### src/rtl/alu_pkg.sv
`default_nettype none
// ============================================================================
// Module      : alu_pkg
// Description : Shared opcode constants, state encoding and small helpers
//               for the two-requester bitwise ALU arbiter.
// Revision    : 1.0 - initial release
// ============================================================================
package alu_pkg;

  // Opcode encoding seen on reqN_op
  localparam logic [1:0] OP_AND  = 2'b00;
  localparam logic [1:0] OP_OR   = 2'b01;
  localparam logic [1:0] OP_XOR  = 2'b10;
  localparam logic [1:0] OP_ANDN = 2'b11;

  // Controller states; IDLE is the reset state
  typedef enum logic [1:0] {
    ST_IDLE = 2'd0,
    ST_EXEC = 2'd1,
    ST_RESP = 2'd2
  } state_t;

  // Round-robin helper: the requester that should be favoured next
  function automatic logic next_ptr(input logic served_id);
    return ~served_id;
  endfunction

endpackage
`default_nettype wire

### src/rtl/logic_unit.sv
`default_nettype none
// ============================================================================
// Module      : logic_unit
// Description : Purely combinational bitwise datapath shared by both
//               requesters (AND, OR, XOR, AND-NOT).
// Revision    : 1.0 - initial release
// ============================================================================
module logic_unit
  import alu_pkg::*;
#(
  parameter int WIDTH = 32
) (
  input  logic [1:0]       op,
  input  logic [WIDTH-1:0] a,
  input  logic [WIDTH-1:0] b,
  output logic [WIDTH-1:0] y
);

  // Decode the opcode into one of the four bitwise functions
  always_comb begin
    y = '0;
    case (op)
      OP_AND:  y = a & b;
      OP_OR:   y = a | b;
      OP_XOR:  y = a ^ b;
      OP_ANDN: y = a & ~b;
      default: y = '0;
    endcase
  end

endmodule
`default_nettype wire

### src/rtl/alu_arbiter.sv
`default_nettype none
// ============================================================================
// Module      : alu_arbiter
// Description : Two-requester front end for a shared bitwise ALU. One
//               operation is accepted at a time (round-robin on contention),
//               executed for one cycle and held on the response port until
//               the consumer takes it.
// Revision    : 1.0 - initial release
// ============================================================================
module alu_arbiter
  import alu_pkg::*;
#(
  parameter int WIDTH = 32
) (
  input  logic             clk,
  input  logic             rst,
  // requester 0
  input  logic             req0_valid,
  output logic             req0_ready,
  input  logic [1:0]       req0_op,
  input  logic [WIDTH-1:0] req0_a,
  input  logic [WIDTH-1:0] req0_b,
  // requester 1
  input  logic             req1_valid,
  output logic             req1_ready,
  input  logic [1:0]       req1_op,
  input  logic [WIDTH-1:0] req1_a,
  input  logic [WIDTH-1:0] req1_b,
  // response
  output logic             rsp_valid,
  input  logic             rsp_ready,
  output logic             rsp_id,
  output logic [WIDTH-1:0] rsp_data,
  output logic             busy
);

  state_t           state;
  logic             ptr;
  logic [1:0]       cap_op;
  logic [WIDTH-1:0] cap_a;
  logic [WIDTH-1:0] cap_b;
  logic             cap_id;

  logic             grant_any;
  logic             grant_id;
  logic             take;
  logic [1:0]       sel_op;
  logic [WIDTH-1:0] sel_a;
  logic [WIDTH-1:0] sel_b;
  logic [WIDTH-1:0] lu_y;

  // Pick a winner: a lone requester always wins, contention goes to ptr
  always_comb begin
    grant_any = 1'b0;
    grant_id  = 1'b0;
    if (req0_valid && req1_valid) begin
      grant_any = 1'b1;
      grant_id  = ptr;
    end else if (req0_valid) begin
      grant_any = 1'b1;
      grant_id  = 1'b0;
    end else if (req1_valid) begin
      grant_any = 1'b1;
      grant_id  = 1'b1;
    end
  end

  // Ready only in IDLE and never while reset is held, so a transfer can
  // only ever happen from IDLE
  assign req0_ready = !rst && (state == ST_IDLE) && grant_any && !grant_id;
  assign req1_ready = !rst && (state == ST_IDLE) && grant_any &&  grant_id;
  assign take       = req0_ready | req1_ready;

  // Route the winning requester's operation toward the capture registers
  assign sel_op = grant_id ? req1_op : req0_op;
  assign sel_a  = grant_id ? req1_a  : req0_a;
  assign sel_b  = grant_id ? req1_b  : req0_b;

  // Single shared datapath works on the captured operands during EXEC
  logic_unit #(
    .WIDTH (WIDTH)
  ) u_logic_unit (
    .op (cap_op),
    .a  (cap_a),
    .b  (cap_b),
    .y  (lu_y)
  );

  // Controller: capture in IDLE, compute in EXEC, hold the result in RESP
  always_ff @(posedge clk or posedge rst) begin
    if (rst) begin
      state     <= ST_IDLE;
      ptr       <= 1'b0;
      cap_op    <= 2'b00;
      cap_a     <= '0;
      cap_b     <= '0;
      cap_id    <= 1'b0;
      rsp_valid <= 1'b0;
      rsp_id    <= 1'b0;
      rsp_data  <= '0;
      busy      <= 1'b0;
    end else begin
      case (state)
        ST_IDLE: begin
          if (take) begin
            cap_op <= sel_op;
            cap_a  <= sel_a;
            cap_b  <= sel_b;
            cap_id <= grant_id;
            busy   <= 1'b1;
            state  <= ST_EXEC;
          end
        end
        ST_EXEC: begin
          rsp_data  <= lu_y;
          rsp_id    <= cap_id;
          rsp_valid <= 1'b1;
          state     <= ST_RESP;
        end
        ST_RESP: begin
          // The pointer only moves once the response has really left
          if (rsp_ready) begin
            rsp_valid <= 1'b0;
            busy      <= 1'b0;
            ptr       <= next_ptr(cap_id);
            state     <= ST_IDLE;
          end
        end
        default: begin
          rsp_valid <= 1'b0;
          busy      <= 1'b0;
          state     <= ST_IDLE;
        end
      endcase
    end
  end

endmodule
`default_nettype wire

### config.mk
export PLATFORM = sky130hd
export DESIGN_NAME = alu_arbiter
export DESIGN_NICKNAME = d
export VERILOG_FILES = /design/src/rtl/alu_pkg.sv /design/src/rtl/logic_unit.sv /design/src/rtl/alu_arbiter.sv
export SDC_FILE = /design/constraint.sdc
export NUM_CORES = 1
export LEC_CHECK = 0
export BUFFER_PORTS_ARGS = -buffer_cell sky130_fd_sc_hd__buf_2
export CORE_MARGIN = 4
export CORE_UTILIZATION = 45
export DETAILED_ROUTE_END_ITERATION = 6
export PLACE_DENSITY = 0.8
export REMOVE_ABC_BUFFERS = 1
export SYNTH_ARGS = -nofsm -noshare
export SYNTH_HDL_FRONTEND = slang
export SYNTH_HIERARCHICAL = 1
export SYNTH_SLANG_ARGS = --single-unit
### constraint.sdc
create_clock -name clk -period 5.8 [get_ports clk]
set_input_delay 1.45 -clock clk [delete_from_list [all_inputs] [get_ports clk]]
set_output_delay 1.45 -clock clk [all_outputs]
set_load 0.01 [all_outputs]
-- Word level (Yosys, flattened, before mapping)
Index checks and enable logic that the tools add are counted.
W data, S select, Z words.
- $add $sub $neg: 0
- multipliers: 0
- divide/modulo/power cells: 0
- magnitude comparators: 0
- eq/ne operators: 7
- shift operators: 0
- muxes and demuxes: 16
- bitwise logic cells: 9
- reductions and logical operators: 14
- operators by type and width (kind ; count):
    $pmux W32 S4 ; 1
    $and A32 B32 Y32 ; 2
    $mux W32 ; 2
    $not A32 Y32 ; 1
    $or A32 B32 Y32 ; 1
    $xor A32 B32 Y32 ; 1
    $reduce_and A2 Y1 ; 4
    $mux W1 ; 7
    $eq A2 B2 Y1 const B ; 3
    $mux W2 ; 3
    $pmux W1 S3 ; 2
    $pmux W2 S3 ; 1
    $logic_and A1 B1 Y1 ; 5
    $eq A2 B1 Y1 const B ; 2
    $logic_not A2 Y1 ; 2
    $ne A2 B2 Y1 const B ; 2
    $not A1 Y1 ; 3
    $reduce_and A3 Y1 ; 1
    $logic_not A1 Y1 ; 2
    $or A1 B1 Y1 ; 1
- flip-flop bits (word level): 105
- latch bits: 0
- bits in writable memories: 0
- memory bits (read-only): 0
- output and inout bits: 37
- logic and storage cells: 56
- memories: 0

-- Longest topological paths before layout
Gate-level depths: netlist (run 1).
- depth after elaboration: 8
- mapped depth: 7
- mapped depth without buffers: 6

-- Modules after synthesis
Netlist (run 1), hierarchy kept.
- modules (own cells, without submodules) (module ; instances ; cells an instance ; area an instance (um2)):
    alu_arbiter ; 1 ; 397 ; 4609.4
    logic_unit ; 1 ; 278 ; 1769.2

-- Worst setup path after synthesis (run 1)
OpenSTA, ideal clock, no wires.
- path kind: input port to output port
- start: in rst
- end: out req1_ready
- data arrival time: 2400 ps
- required time: 4350 ps
- setup slack: 1950 ps
- cell stages on the path: 5
- path buffers: 3
- cells stage by stage: or3_1 buf_2 buf_6 buf_6 nor3b_2
- cells in the longest elaborated chain, start to end: 4
- RTL lines (item ; RTL line ; text):
    from (decl) ; alu_arbiter.sv:16 ; input logic rst,
    $logic_not A1 Y1 (no source line) ; n/a ;
    $logic_and A1 B1 Y1 (3 in a row) ; alu_arbiter.sv:71 ; assign req1_ready = !rst && (state == ST_IDLE) && grant_any && grant_id;
    to (decl) ; alu_arbiter.sv:25 ; output logic req1_ready,
No other way between the ends.

-- Final worst setup path (run 1)
- start: in req1_valid
- end: out req1_ready
- cells in the longest elaborated chain, start to end: 5
- RTL lines (item ; RTL line ; text):
    from (decl) ; alu_arbiter.sv:24 ; input logic req1_valid,
    $mux W1 ; alu_arbiter.sv:62 ; end else if (req1_valid) begin
    $mux W1 ; alu_arbiter.sv:59 ; end else if (req0_valid) begin
    $mux W1 ; alu_arbiter.sv:56 ; if (req0_valid && req1_valid) begin
    $logic_and A1 B1 Y1 ; alu_arbiter.sv:71 ;
    $logic_and A1 B1 Y1 * ; alu_arbiter.sv:71 ;
Every way passes the cells marked *; elsewhere a longest branch is shown, timed or not.

==> results.md, run 1 <==
* Outcome: complete, no violations
* PwrDens at 509 nW/um2
* Final setup fails at 0
* Largest net degree at the start of global routing at 67
* Yosys warning total at 6
* DP Worst Slack at 1.90 ns
* Row count at 43
* DR WL/cell at 16.3 um
* Hold-fix buffer count after cts at 0
* Starting Density at 0.460
* Worst-Margin Slew at 1.14 ns
* Most instantiated cells after synthesis: dfrtp_1, inv_1, nand2_1
* Die height at 127 um
* Post_cts resized at 0
* RSZ-0062 raised after global routing: no
* Leak at 3.80 nW
* GRT busiest layer: met2
* Layout cells sized above 1 at 0.305
* FF+latch count, synth at 105
* Most common cell in the netlist: dfrtp_1
* Unique masters post-synth at 29
* CTS tree: yes
* Largest family of logic cells by synthesized area: compound AO/OA/AOI/OAI gates
* # nets final at 978
* Filler cell count at 1263
* Setup slack, reg-to-reg at 3.60 ns
* Post-synthesis mux area share at 0.0583
* Clk_skew at 0.00503 ns
* Detailed-route via count at 5501
* Simple-gate share of the synthesized area at 0.128
* Met2 Use GR at 0.332
* Synth async-reset ratio at 1.00
* Synth Instances at 675
* Vias/cell at 5.55
* Vias in the first global route at 5312
* Antenna violation net count after detailed routing at 0
* Sequential area share after synthesis at 0.412
* Io pins at 174
* Ranking of synthesized cells by area: dfrtp_1, a221o_1, ha_1, inv_1, nand2_1
* Core area at 13900 um2
* Post-synth EDFFs at 0
* Reg-to-Reg Start: cap_op[0]$_DFFE_PP0P_
* Grt met1 use at 0.266
* Die X at 127 um
* I/O Buffers at 173
* Latest clock arrival within the worst-skew pair at 0.35 ns
* Min-Delay Startpoint: rsp_valid$_DFFE_PP0P_
* Max frequency at 0.256 GHz
* Max-Cap Viols at 0
* Critical Path RT at 4.35 ns
* Clock sink count at 105
* Area share of fa/ha/maj cells after synthesis at 0.0687
* Post-Synth XOR/XNOR Area at 0.0439
* Reg clk slew, reported paths at 0.07 ns
* H-tree depth at 3
* CP Capture Type: primary output
* Relative slew slack at 0.238
* Critical Path Source: req1_valid
* Total global-route track usage at 0.201
* Synthesized area per cell at 9.45 um2
* DRC Markers at 0
* Iter 0 DRT Violations at 260
* Post-route clock period utilization at 0.673
* Final WL at 16.2 mm
* Arr. time, crit path at 2.45 ns
* CTS root buf: clkbuf_16
* Die area at 16100 um2
* Netlist Area Pre-Place at 6380 um2
* Gpl congestion at 0.768
* Final setup TNS at 0 ns
* Worst setup margin at 1.90 ns
* Cts bufs inserted at 9
* Placed wire-length estimate at 10.3 mm
* First-pass GRT wire length at 26.3 mm
* Maximum fanout along the worst path at 30
* Drt pass-1 iters at 5
* CP Class: input port to primary output
* Peak VDD IR at 0.364 mV
* Crit start category: input port
* Hold Crit Class: flop to flop
* Antenna violations before repair at 2
* P&R area growth vs syn at 17.7%
* Final Hold Viols at 0
* Most used DFF post-synth: dfrtp_1
* M3 GR Usage at 0.0447
* Slew Viols, Final at 0
* Post-CTS Setup Inserts at 0
* Gr ovfl total at 0
* Synth Area in Compound Gates at 0.179
* Final Critical Period at 3.90 ns
* Share of the synthesized area in the top cell type at 0.412
* Area leader, netlist: dfrtp_1
* Clock Tree Buf Depth at 2
[flip-flops by register name, summed over array words and instances, names as in the netlist]
| signal | flops |
|---|---|
| rsp_data | 32 |
| busy | 1 |
| cap_b | 32 |
| cap_a | 32 |
| rsp_id | 1 |
| rsp_valid | 1 |
| ptr | 1 |
| state | 2 |
| cap_id | 1 |
| cap_op | 2 |
[path summary, 6_finish.rpt]
path,end,cells past startpoint
setup / recovery,req1_ready,3
hold / removal,rsp_valid$_DFFE_PP0P_,1
setup reg to reg,rsp_data[9]$_DFFE_PP0P_,4
hold reg to reg,rsp_valid$_DFFE_PP0P_,1
max in group asynchronous,rsp_data[21]$_DFFE_PP0P_,3
min in group asynchronous,state[1]$_DFFE_PP0P_,2
[critical path, cell delays in order]
cell	delay [ns]
buf_2	0.50
nor3b_2	0.32
buf_2	0.17
[cell usage in the layout, fill, tap and decap left out, types with 2 or more instances in the layout]
cell | netlist | routed
o21a_1 | 2 | 2
inv_1 | 100 | 99
a221oi_1 | 32 | 32
nand2_1 | 100 | 100
buf_2 | 21 | 173
clkinvlp_4 | 0 | 2
o21ai_0 | 2 | 2
clkbuf_16 | 0 | 9
a21oi_1 | 32 | 32
clkinv_4 | 0 | 3
ha_1 | 35 | 32
nor2b_4 | 0 | 2
mux2_2 | 33 | 33
ha_2 | 0 | 3
dfrtp_1 | 105 | 105
nor3_1 | 58 | 58
nor3_2 | 9 | 9
buf_4 | 1 | 6
xor2_1 | 32 | 32
a221o_1 | 66 | 66
[report_power, final]
group          internal (mW)  switching, mW  leakage [nW]  total, mW
logic                  0.880           1.01          2.37       1.89
registers               1.07          0.274          1.30       1.34
clock network          0.306          0.284         0.132      0.590
total                   2.25           1.57          3.80       3.82
[routing by layer]
| layer | wire, um | vias to the layer above |
|---|---|---|
| li1 | - | 2626 |
| met1 | 6920 | 2652 |
| met2 | 7850 | 201 |
| met3 | 1100 | 20 |
| met4 | 283 | 2 |
| met5 | 12 | - |
[logic make-up after synthesis]
kind of cell / Yosys count
compound gates: 136
xor+xnor: 32
fa+ha+maj: 35
buf+inv: 159
flops: 105
mux: 33
simple gates: 175
[final cells by class]
cell class	instances	area, um2	share of cell area
Multi-Input combinational cell	411	3080	0.410
Sequential cell	105	2630	0.350
Clock inverter	5	41.3	0.00550
Timing Repair Buffer	179	911	0.121
Antenna cell	1	2.50	0.000333
Inverter	100	378	0.0503
Tap cell	180	225	0.0300
Clock buffer	11	243	0.0323
[metrics by stage]
| stage | hold slack, ns | cell area, um2 | util | power, mW | cells |
|---|---|---|---|---|---|
| detailed placement | 0.467 | 7220 | 0.520 | 3.24 | 975 |
| global route | 0.516 | 7510 | 0.541 | 4.17 | 992 |
| CTS | 0.484 | 7500 | 0.541 | 3.85 | 991 |
| global placement | 0.461 | 7220 | 0.520 | 3.16 | 975 |
| finish | 0.481 | 7510 | 0.541 | 3.82 | 992 |
| floorplan | 0.453 | 6050 | - | 2.66 | 616 |
Note: power is estimated with default switching activity, not from simulation.
==> run 2, diff against run 1 <==
ABC_AREA = 1   (was not set)
PLACE_DENSITY = 0.79   (was 0.8)
clock period = 3.8 ns   (was 5.8 ns; I/O delays follow)
==> run 2 against run 1 <==
Clock power grew 59%; critical path depth grew 3; die area grew 12%; flip-flop and latch count is the same; count of clock-buffer cells in the layout shrank 1; cell count grew 51%; routed wire length grew 18%; register-to-register slack lost 2.2 ns; setup slack lost 1.0 ns; critical endpoint is now req0_ready.
==> results.md, run 2 <==
* Cts bufs inserted at 9 (unchanged)
* Vias/cell at 4.72 (-15%)
* Core area at 15800 um2 (+14%)
* Placed wire-length estimate at 12.3 mm (+20%)
* FF+latch count, synth at 105 (unchanged)
* P&R area growth vs syn at 15.2%
* CP Class: input port to primary output
* H-tree depth at 3 (unchanged)
* Leak at 5.40 nW (+42%)
* Die area at 18200 um2 (+12%)
* Synth async-reset ratio at 1.00 (unchanged)
* Io pins at 174 (unchanged)
* First-pass GRT wire length at 31.5 mm (+20%)
* Final std cells w/o fill at 1498 (+51%)
* Starting Density at 0.457 (-0.00277)
* Post-synth EDFFs at 0 (unchanged)
* Gpl congestion at 0.774 (+0.77%)
* Critical Path Source: req1_valid
* # nets final at 1449 (+48%)
* CP Capture Type: primary output
* Sequential area share after synthesis at 0.363 (-0.0485)
* Most instantiated cells after synthesis: nand2_1, inv_1, nand3_1
* Detailed-route via count at 7075 (+29%)
* Iter 0 DRT Violations at 388 (+49%)
* Netlist Area Pre-Place at 7230 um2 (+13%)
* Latest clock arrival within the worst-skew pair at 0.35 ns (about the same)
* DR WL/cell at 12.7 um (-22%)
* Share of the synthesized area in the top cell type at 0.363 (-0.0485)
* Clk_skew at 0.00654 ns (+0.00152 ns)
* Commonest non-fill, non-tap cell in the layout: nand2_1
* Die X at 135 um (+6.1%)
* Critical Path RT at 2.85 ns (-1.50 ns)
* RSZ-0062 raised after global routing: no
* Final instance area at 8330 um2 (+11%)
* Post-Route Utilization at 0.526 (-0.0145)
* PwrDens at 746 nW/um2 (+47%)
* Final Hold Viols at 0 (unchanged)
* Unique masters post-synth at 18 (-38%)
* Relative slew slack at 0.463 (+0.225)
* Crit start category: input port
* Vias in the first global route at 6715 (+26%)
* Post_cts resized at 0 (unchanged)
* Slew Viols, Final at 0 (unchanged)
* Most frequent cells in the layout: nand2_1, buf_2, inv_1
* Reg clk slew, reported paths at 0.07 ns (about the same)
* Largest regs: cap_a (32), cap_b (32), rsp_data (32)
* Arr. time, crit path at 1.97 ns (-0.48 ns)
* Gr ovfl total at 0 (unchanged)
* Min-Delay Startpoint: cap_id$_DFFE_PP0P_
* Final setup TNS at 0 ns (unchanged)
* Antenna violations before repair at 1 (-1)
* Antenna violation net count after detailed routing at 0 (unchanged)
* Max frequency at 0.343 GHz
* Final Critical Period at 2.92 ns
* Synth Instances at 1148 (+70%)
* CTS tree: yes
* Ranking of synthesized cells by area: dfrtp_1, nand2_1, nand3_1, inv_1, ha_1
* Clock Tree Buf Depth at 2 (unchanged)
* Area leader, netlist: dfrtp_1
* Hold-fix buffer count after cts at 0 (unchanged)
* I/O Buffers at 173 (unchanged)
* Drt pass-1 iters at 5 (unchanged)
* Most common cell in the netlist: nand2_1
* Most used DFF post-synth: dfrtp_1
* Inst Count DP at 1482 (+52%)
* Clock sink count at 105 (unchanged)
* Yosys warning total at 6 (unchanged)
* Peak VDD IR at 0.384 mV (+5.6%)
* Max-Cap Viols at 0 (unchanged)
* Final WL at 19.0 mm (+18%)
* Worst-Margin Slew at 0.806 ns (-0.337 ns)
* Row count at 46 (+7.0%)
* Outcome: complete, no violations
* Post-CTS Setup Inserts at 0 (unchanged)
* Die height at 135 um (+6.1%)
* Setup slack, reg-to-reg at 1.45 ns (-2.15 ns)
* Reg-to-Reg Start: cap_op[0]$_DFFE_PP0P_
* Worst R2R Path Depth at 7 (+3)
* Total global-route track usage at 0.214 (+0.0137)
* CTS root buf: clkbuf_16
* RR Endpoint: rsp_data[22]$_DFFE_PP0P_
* Post-route clock period utilization at 0.767
* Final setup fails at 0 (unchanged)
* Hold Crit Class: flop to flop
* DRC Markers at 0 (unchanged)
* Cell area after placement at 8030 um2 (+11%)
* Layout cells sized above 1 at 0.168 (-0.137)
* Maximum fanout along the worst path at 10 (-67%)
* Largest net degree at the start of global routing at 68 (+1.5%)
* Synthesized area per cell at 6.30 um2 (-33%)
* CP Capture Point: req0_ready
## run 2: report_power, final
group	total [mW]	switching [mW]	internal, mW	leakage, nW
logic	3.29	2.17	1.13	3.91
clock network	0.941	0.417	0.524	0.144
registers	1.98	0.354	1.63	1.34
## run 2: stage by stage
| stage | power (mW) | setup slack (ns) | hold WS [ns] |
|---|---|---|---|
| after CTS | 6.26 | 0.843 | 0.464 |
| after floorplan | 4.26 | -2.10 | 0.436 |
| after global placement | 5.13 | 0.863 | 0.442 |
| final | 6.22 | 0.885 | 0.463 |
| after global routing | 6.93 | 0.824 | 0.490 |
| after detailed placement | 5.28 | 0.850 | 0.453 |
## run 2: worst min path at each step
| stage | end | slack (ns) | cells after the start |
|---|---|---|---|
| after global routing | rsp_data[0]$_DFFE_PP0P_ | 0.49 | 2 |
| final | ptr$_DFFE_PP0P_ | 0.46 | 1 |
| after CTS | ptr$_DFFE_PP0P_ | 0.46 | 1 |
| after global placement | ptr$_DFFE_PP0P_ | 0.44 | 1 |
| after detailed placement | rsp_data[7]$_DFFE_PP0P_ | 0.45 | 2 |
| after floorplan | ptr$_DFFE_PP0P_ | 0.44 | 1 |
## run 2: layout make-up
cell class / instances / area [um2]
Antenna cell: 1 / 2.50
Clock buffer: 10 / 239
Clock inverter: 5 / 56.3
Fill cell: 1607 / 7500
Inverter: 141 / 534
Multi-Input combinational cell: 837 / 3660
Sequential cell: 105 / 2630
Tap cell: 216 / 270
Timing Repair Buffer: 183 / 941
## run 2: critical path, stage by stage
cell	delay (ns)
buf_2	0.26
nor2_2	0.11
inv_2	0.06
nand3_2	0.06
nor2_1	0.29
buf_2	0.22
## run 2: logic make-up (layout without fill, tap and decap cells)
kind of cell,after synthesis,in the layout,synth area share
buf+inv,206,339,0.133
fa+ha+maj,35,35,0.0606
other cells,0,1,0
compound gates,4,4,0.00277
flops,105,105,0.363
simple gates,798,798,0.441
## run 2: metal layers
metal / routed length [um] / vias up / GRT usage
li1: - / 3689 / -
met1: 8620 / 3196 / 0.271
met2: 9100 / 167 / 0.377
met3: 946 / 23 / 0.0350
met4: 337 / 0 / 0.0667
met5: 0 / - / 0
==> run 3, diff against run 2 <==
clock period = 2.7 ns   (was 3.8 ns; I/O delays follow)
==> run 3 against run 2 <==
First-iteration DRC count increased by 32%; non-clock buffer count grew 2; routed wire length is 3.6% higher; critical path type unchanged; critical endpoint unchanged; largest cell class unchanged; highest routed layer unchanged.
==> results.md, run 3 (synthesis results as in run 2) <==
* Maximum fanout along the worst path at 10 (unchanged)
* Hold Crit Class: input port to asynchronous set/reset pin
* Post-CTS Setup Inserts at 0 (unchanged)
* Grt met1 use at 0.281 (+0.00976)
* Met2 Use GR at 0.380 (+0.00334)
* # nets final at 1451 (+0.14%)
* M3 GR Usage at 0.0414 (+0.00633)
* Relative slew slack at 0.324 (-0.139)
* Slew Viols, Final at 0 (unchanged)
* Final std cells w/o fill at 1499 (+0.067%)
* GRT busiest layer: met2
* P&R area growth vs syn at 15.6%
* Core area at 15800 um2 (unchanged)
* Final setup TNS at 0 ns (unchanged)
* I/O Buffers at 173 (unchanged)
* Number of inserted diodes at 0 (-1)
* PwrDens at 1060 nW/um2 (+41%)
* Starting Density at 0.457 (unchanged)
* Hold-fix buffer count after cts at 0 (unchanged)
* Final Hold Viols at 0 (unchanged)
* Detailed-route via count at 7219 (+2.0%)
* Total Power at 8.82 mW (+42%)
* H-tree depth at 3 (unchanged)
* Layout cells sized above 1 at 0.168 (+0.000518)
* Delay-heaviest family, CP: buffers and inverters
* Most frequent cells in the layout: nand2_1, buf_2, inv_1
* Clk_skew at 0.00685 ns (+0.000306 ns)
* Post-route clock period utilization at 0.872
* Final setup fails at 0 (unchanged)
* DR WL/cell at 13.1 um (+3.5%)
* Largest net degree at the start of global routing at 79 (+16%)
* Most used cell along the critical path: buf_2
* Io pins at 174 (unchanged)
* Commonest non-fill, non-tap cell in the layout: nand2_1
* Inst Count DP at 1484 (+0.13%)
* Total global-route track usage at 0.220 (+0.00533)
* Gr ovfl total at 0 (unchanged)
* CTS root buf: clkbuf_16
* Final Critical Period at 2.36 ns
* Reg clk slew, reported paths at 0.07 ns (about the same)
* Antenna violation net count after detailed routing at 0 (unchanged)
* Latest clock arrival within the worst-skew pair at 0.35 ns (about the same)
* Clock Tree Buf Depth at 2 (unchanged)
* Max incr delay on CP at 0.28 ns (about the same)
* Arr. time, crit path at 1.68 ns (-0.29 ns)
* Post_cts resized at 0 (unchanged)
* Cell Chain, Critical Path: buf_2, nor2_2, inv_2, nand3_2, nor2_1, buf_2
* Max-Cap Viols at 0 (unchanged)
* Cts bufs inserted at 9 (unchanged)
* Critical Path RT at 2.03 ns (-0.82 ns)
* Vias/cell at 4.82 (+2.0%)
* Outcome: complete, no violations
* Drt pass-1 iters at 5 (unchanged)
* Slowest-stage cell, CP: buf_2
* Row count at 46 (unchanged)
* Peak VDD IR at 0.484 mV (+26%)
* Leak at 5.41 nW (+0.18%)
* Antenna violations before repair at 0 (-1)
* Die X at 135 um (unchanged)
* Placed wire-length estimate at 12.9 mm (+5.0%)
* Worst-Margin Slew at 1.01 ns (+0.208 ns)
* CP Class: input port to primary output
* Reg-to-Reg Start: cap_op[0]$_DFFE_PP0P_
* DP Worst Slack at 0.307 ns (-0.544 ns)
* DRC Markers at 0 (unchanged)
* Max frequency at 0.425 GHz
* Critical Path Source: req1_valid
* CP Capture Type: primary output
* Die height at 135 um (unchanged)
* RSZ-0062 raised after global routing: no
* Crit start category: input port
* Vias in the first global route at 6990 (+4.1%)
* Gpl congestion at 0.807 (+4.3%)
* Die area at 18200 um2 (unchanged)
* Worst setup margin at 0.345 ns (-0.540 ns)
* Bufs and invs on worst path at 3 (unchanged)
* CTS tree: yes
* First-pass GRT wire length at 32.6 mm (+3.4%)
* Iter 0 DRT Violations at 514 (+32%)
* Final WL at 19.7 mm (+3.6%)
* Largest regs: cap_a (32), cap_b (32), rsp_data (32)
* Clock sink count at 105 (unchanged)
-- run 3: cell types whose count changed in the layout (fill, tap and decap cells not counted) --
cell,previous run,this run
bufinv_16,1,0
clkbuf_8,1,3
buf_12,0,2
clkbuf_1,0,1
clkinv_4,1,0
clkinv_2,2,1
diode_2,1,0
-- run 3: path summary, 6_finish.rpt --
| check | to | slack [ns] | depth (start not counted) |
|---|---|---|---|
| worst max-delay path | req0_ready | 0.34 | 6 |
| worst min-delay path | state[1]$_DFFE_PP0P_ | 0.46 | 3 |
| worst max register to register | rsp_data[19]$_DFFE_PP0P_ | 0.81 | 7 |
| worst min register to register | ptr$_DFFE_PP0P_ | 0.46 | 1 |
| max in group asynchronous | cap_a[9]$_DFFE_PP0P_ | 0.90 | 4 |
| min in group clk | ptr$_DFFE_PP0P_ | 0.46 | 1 |
-- run 3: worst min-delay path, stage by stage --
cell   delay (ns)
buf_2        0.11
inv_4        0.08
buf_4        0.35
-- run 3: power breakdown --
| group | total, mW | leakage (nW) | internal, mW | switching [mW] |
|---|---|---|---|---|
| combinational | 4.72 | 3.93 | 1.63 | 3.09 |
| sequential | 2.84 | 1.34 | 2.30 | 0.541 |
| clock | 1.26 | 0.138 | 0.696 | 0.569 |
-- run 3: layer usage --
metal / up-vias / part of all wire
met5: - / 0
met4: 0 / 0.015
met3: 23 / 0.062
met2: 227 / 0.48
met1: 3281 / 0.44
li1: 3688 / -
-- run 3: final cells by class --
| type | count | area (um2) |
|---|---|---|
| repair buffers | 185 | 981 |
| fillers | 1618 | 7470 |
| well taps | 216 | 270 |
| inverters | 141 | 534 |
| flip-flops and latches | 105 | 2630 |
| clock buffers | 13 | 270 |
| clock inverters | 2 | 12.5 |
| multi-input cells | 837 | 3660 |
-- run 3: per-stage QoR --
step	utilization	cell area, um2	hold slack (ns)
floorplan	-	6800	0.436
global placement	0.510	8070	0.441
detailed placement	0.510	8070	0.454
CTS	0.528	8360	0.458
global route	0.528	8360	0.480
finish	0.528	8360	0.459
